### src/rtl/led_share_ctrl.sv
// led_share_ctrl: shares one LED between NUM_REQ requesters and plays the granted requester's pattern.
// Ports: clk_buf clock, rst sync active-high reset, req per-requester level request,
//        pat 4-bit pattern code per requester ([3:2] mode, [1:0] n), gnt one-hot grant,
//        busy = |gnt, led registered LED drive.
// Define LED_SHARE_RR_EN for round-robin arbitration; fixed priority (lowest index) otherwise.
module led_share_ctrl #(
  parameter int NUM_REQ  = 4,
  parameter int TICK_DIV = 50000000,
  parameter int CNT_W    = 32
) (
  input  logic                 clk_buf,
  input  logic                 rst,
  input  logic [NUM_REQ-1:0]   req,
  input  logic [4*NUM_REQ-1:0] pat,
  output logic [NUM_REQ-1:0]   gnt,
  output logic                 busy,
  output logic                 led
);
`ifdef LED_SHARE_RR_EN
  localparam bit RR = 1'b1;
`else
  localparam bit RR = 1'b0;
`endif
  localparam int IW = $clog2(NUM_REQ);
  typedef enum logic {IDLE, RUN} state_t;
  state_t state, state_d;
  logic [IW-1:0] g, g_d, win, ptr;
  logic [1:0] mode, mode_d, n, n_d;
  logic [3:0] ph, ph_d;
  logic [CNT_W-1:0] cnt, cnt_d;
  logic led_d, tick, last, other;
  function automatic logic [3:0] period(input logic [1:0] m, input logic [1:0] k);
    logic [3:0] tw;
    tw = {1'b0, k, 1'b0} + 4'd2;
    return m[1] ? (m[0] ? tw + 4'd2 : tw) : 4'd1;
  endfunction
  function automatic logic led_at(input logic [1:0] m, input logic [1:0] k, input logic [3:0] p);
    return m == 2'd0 ? 1'b0 :
           m == 2'd1 ? 1'b1 :
           m == 2'd2 ? (p <= {2'b0, k}) :
                       (p[3:1] <= {1'b0, k}) && !p[0];
  endfunction
  // fixed priority searches from 0; round-robin starts one past the last grant
  always_comb begin
    win = '0;
    for (int k = NUM_REQ - 1; k >= 0; k--)
      if (req[((RR ? int'(ptr) + 1 : 0) + k) % NUM_REQ]) win = IW'(((RR ? int'(ptr) + 1 : 0) + k) % NUM_REQ);
  end
  always_comb begin
    other = 1'b0;
    for (int j = 0; j < NUM_REQ; j++)
      if (req[j] && (RR ? j != int'(g) : j < int'(g))) other = 1'b1;
  end
  assign tick = state == RUN && cnt == CNT_W'(TICK_DIV - 1);
  assign last = ph == period(mode, n) - 4'd1;
  always_comb begin
    state_d = state;
    g_d = g;
    mode_d = mode;
    n_d = n;
    ph_d = ph;
    cnt_d = '0;
    if (state == IDLE) begin
      if (|req) begin
        state_d = RUN;
        g_d = win;
        {mode_d, n_d} = pat[4*int'(win) +: 4];
      end
    end else begin
      cnt_d = tick ? '0 : cnt + 1'b1;
      ph_d = tick ? (last ? 4'd0 : ph + 4'd1) : ph;
      if (tick && last) begin
        if (!req[g] || other) state_d = IDLE;
        else {mode_d, n_d} = pat[4*int'(g) +: 4];
      end
    end
    led_d = state_d == RUN && led_at(mode_d, n_d, ph_d);
  end
  always_ff @(posedge clk_buf) begin
    if (rst) begin
      state <= IDLE;
      g <= '0;
      mode <= '0;
      n <= '0;
      ph <= '0;
      cnt <= '0;
      led <= 1'b0;
      ptr <= IW'(NUM_REQ - 1);
    end else begin
      state <= state_d;
      g <= g_d;
      mode <= mode_d;
      n <= n_d;
      ph <= ph_d;
      cnt <= cnt_d;
      led <= led_d;
      ptr <= (state == IDLE && |req) ? win : ptr;
    end
  end
  assign gnt = state == RUN ? NUM_REQ'(1) << g : '0;
  assign busy = |gnt;
endmodule

### config.mk
export PLATFORM = sky130hd
export DESIGN_NAME = led_share_ctrl
export DESIGN_NICKNAME = d
export VERILOG_FILES = /design/src/rtl/led_share_ctrl.sv
export SDC_FILE = /design/constraint.sdc
export NUM_CORES = 1
export LEC_CHECK = 0
export CAP_MARGIN = 15
export CORE_UTILIZATION = 55
export DETAILED_ROUTE_END_ITERATION = 6
export HOLD_SLACK_MARGIN = 0.1
export PLACE_DENSITY = 0.78
export SYNTH_ARGS = -nofsm -noshare
export SYNTH_HDL_FRONTEND = slang
export SYNTH_SLANG_ARGS = --single-unit
### constraint.sdc
create_clock -name clk_buf -period 10.92 [get_ports clk_buf]
set_input_delay 1.092 -clock clk_buf [delete_from_list [all_inputs] [get_ports clk_buf]]
set_output_delay 1.092 -clock clk_buf [all_outputs]
set_load 0.005 [all_outputs]
==> flow_metrics.env <==
export IMPL_portBuffers=27
export IMPL_synth_cells=315
export IMPL_vdd_drop_max_uv=118
export IMPL_synthFlopType="dfxtp_1"
export IMPL_slowest_stage="or4_4"
export IMPL_worst_slew_pin_slew_ns=0.695
export IMPL_setup_tns_ns=0
export IMPL_hold_start="cnt[0]"
export IMPL_required_ns=11.15
export IMPL_ys_seq_area_share_pct=33.2
export IMPL_clock_path_buffers=2
export IMPL_grt_max_degree=33
export IMPL_skew_ns=0.00403
export IMPL_cp_max_fo=8
export IMPL_cp_num_buf_inv=1
export IMPL_async_flop_share_pct=0
export IMPL_grt_ovfl_total=0
export IMPL_leakage_nw=1.06
export IMPL_cp_end_kind="flop"
export IMPL_fin_cells=393
export IMPL_crit_arrival_ns=4.28
export IMPL_ios=28
export IMPL_clkLatencyLatePin_ns=0.29
export IMPL_first_pass_iters=4
export IMPL_multi_input_area_sq_um=1690
export IMPL_m1WireLength_microns=2620
export IMPL_top_layer_used="met4"
export IMPL_synth_edf_count=0
export IMPL_crit_path_end="led"
export IMPL_drc=0
export IMPL_synthesis_nets=345
export IMPL_numCtsBuffers=5
export IMPL_die_x_microns=71.4
export IMPL_postSynthAreaPerCell_sq_um=8.42
export IMPL_holdBufCountCts=0
export IMPL_rows=24
export IMPL_cts_setup_buffers=0
export IMPL_initial_core_util_pct=58.9
export IMPL_routabilityCongestion=0.826
export IMPL_crit_path_max_incr_delay_ns=0.52
export IMPL_fillCellCount=369
export IMPL_final_cell_mix="51 x nor2_1, 44 x dfxtp_1, 27 x clkdlybuf4s50_1, 20 x nand2_1, 18 x xor2_1"
export IMPL_crit_chain="inv_1 -> ha_1 -> and3b_1 -> or4_4 -> nand4_2 -> nand4bb_1 -> nor3_1 -> mux2i_1 -> mux2_2 -> ha_1 -> nor2b_1 -> o21ai_0 -> nand2_1 -> or4_1 -> a21boi_1"
export IMPL_cp_depth=15
export IMPL_ys_ff_latch=44
export IMPL_drt_total_wl_microns=5450
export IMPL_rrSetupSlack_ns=6.87
export IMPL_coreArea_sq_um=4500
export IMPL_wl_met2_microns=2490
export IMPL_grt_use_total_pct=22.7
export IMPL_mappedNetlistArea_sq_um=2650
export IMPL_die_area_sq_um=5100
export IMPL_cp_top_family="simple AND/OR/NAND/NOR gates"
export IMPL_dp_hpwl_microns=4130
export IMPL_syn2layout_area_growth_pct=16.3
export IMPL_hold_path_class="flop to flop"
export IMPL_antenna_left=0
export IMPL_diodes=0
export IMPL_critPathMostFrequentCell="ha_1"
export IMPL_period_share_pct=37.1
export IMPL_fmax_mhz=247
export IMPL_fin_crit_ns=4.05
export IMPL_drt_iter0_markers=146
export IMPL_root_buffer="clkbuf_8"
export IMPL_grt_pass1_wl_microns=9180
export IMPL_ff_latch_area_sq_um=881
export IMPL_routed_via_density=5.89
export IMPL_startpoint="n[0]"
export IMPL_post_drt_wl_per_cell_microns=13.9
export IMPL_clk_pin_slew_ns=0.08
export IMPL_cts_htree_levels=2
export IMPL_cts_tree="done"
export IMPL_vias=2313
export IMPL_power_mw=0.347
export IMPL_reg2reg_from="n[0]"
export IMPL_finalNetCount=370
export IMPL_ys_warn_count=0
export IMPL_worstSetupPathType="flop to flop"
export IMPL_placed_area_sq_um=2950
export IMPL_finalSetupViolCount=0
export IMPL_drive_gt1_share_pct=8.21
export IMPL_antenna_found_initial=0
export IMPL_r2r_worst_path_cells=15
export IMPL_relSlewSlack_pct=53.6
export IMPL_status="completed"
export IMPL_cp_start_kind="flop"
export IMPL_timing_rr_end="led"
export IMPL_grt_pass1_vias=2005
export IMPL_hold_viol=0
export IMPL_fin_area_sq_um=3080
export IMPL_power_density_nw_per_um2=113
export IMPL_slew_viol_final=0
export IMPL_drv_cap=0
export IMPL_wl_met3_microns=267
export IMPL_fin_util_pct=68.4
export IMPL_synth_cell_types=51
export IMPL_rsz0062_at_grt="false"
export IMPL_mostFrequentLayoutCell="nor2_1"
export IMPL_cts_resized=0
export IMPL_dieHeight_microns=71.4
export IMPL_clock_sinks=44
export IMPL_place_inst=384
==> worst min path at each step <==
stage | to | cells after the start
floorplan | cnt[0] | 1
global placement | cnt[0] | 1
detailed placement | cnt[0] | 1
CTS | cnt[0] | 1
global route | cnt[0] | 1
finish | cnt[0] | 1
==> registers in the layout, summed over array words and instances, names as in the netlist, named ones only <==
| register | flops |
|---|---|
| cnt | 32 |
| led | 1 |
| ph | 3 |
| n | 2 |
| mode | 2 |
| g | 2 |
| state | 1 |
==> synthesized netlist by cell type (all sizes together), types with 2 or more instances <==
cell / n / share of area [%]
o21ai: 8 / 1.5
nor4b: 5 / 1.7
mux2i: 3 / 1.1
nor4: 4 / 0.94
mux4: 8 / 6.8
nand4: 12 / 3.1
inv: 10 / 1.4
and3: 5 / 1.2
nor2: 51 / 7.2
nor2b: 8 / 1.9
or2: 3 / 0.71
o41ai: 2 / 0.66
a21oi: 10 / 1.9
nor3: 14 / 2.6
and4: 3 / 0.99
clkbuf: 10 / 1.4
nor3b: 2 / 0.57
o31ai: 2 / 0.57
ha: 8 / 3.8
nand3: 16 / 3.0
or3: 6 / 1.6
or4: 5 / 1.6
nand2b: 5 / 1.2
nand2: 21 / 3.1
nor4bb: 2 / 0.76
dfxtp: 44 / 33
xnor2: 11 / 3.6
xor2: 18 / 5.9
==> per-layer routing <==
metal,vias up,track usage [%]
met5,-,0
met4,0,7.33
met3,6,4.36
met2,48,35.2
met1,1073,32.1
li1,1186,-
==> through the flow <==
step	setup WS, ns	hold WS, ns
global placement	6.67	0.444
CTS	6.85	0.485
global route	6.61	0.524
finish	6.87	0.472
detailed placement	6.60	0.466
floorplan	7.26	0.430
==> cells by family after synthesis <==
kind of cell	after synthesis	synth area share (%)
AOI/OAI and AO/OA	33	8.02
and+or+nand+nor	168	34.0
buffers and inverters	21	3.02
muxes	12	8.35
adders and majority gates	8	3.78
DFF	44	33.2
xor gates and xnor gates	29	9.58
==> area by class of cell <==
class,count,share of cell area (%)
Multi-Input combinational cell,250,54.8
Inverter,10,1.22
Sequential cell,44,28.6
Clock inverter,1,0.974
Tap cell,52,2.11
Clock buffer,7,3.12
Timing Repair Buffer,29,9.17
==> power breakdown <==
group	internal [mW]	switching, mW
combinational	0.0261	0.0191
clock	0.0807	0.0526
sequential	0.163	0.00534
Power figures use the tool's default switching activity.
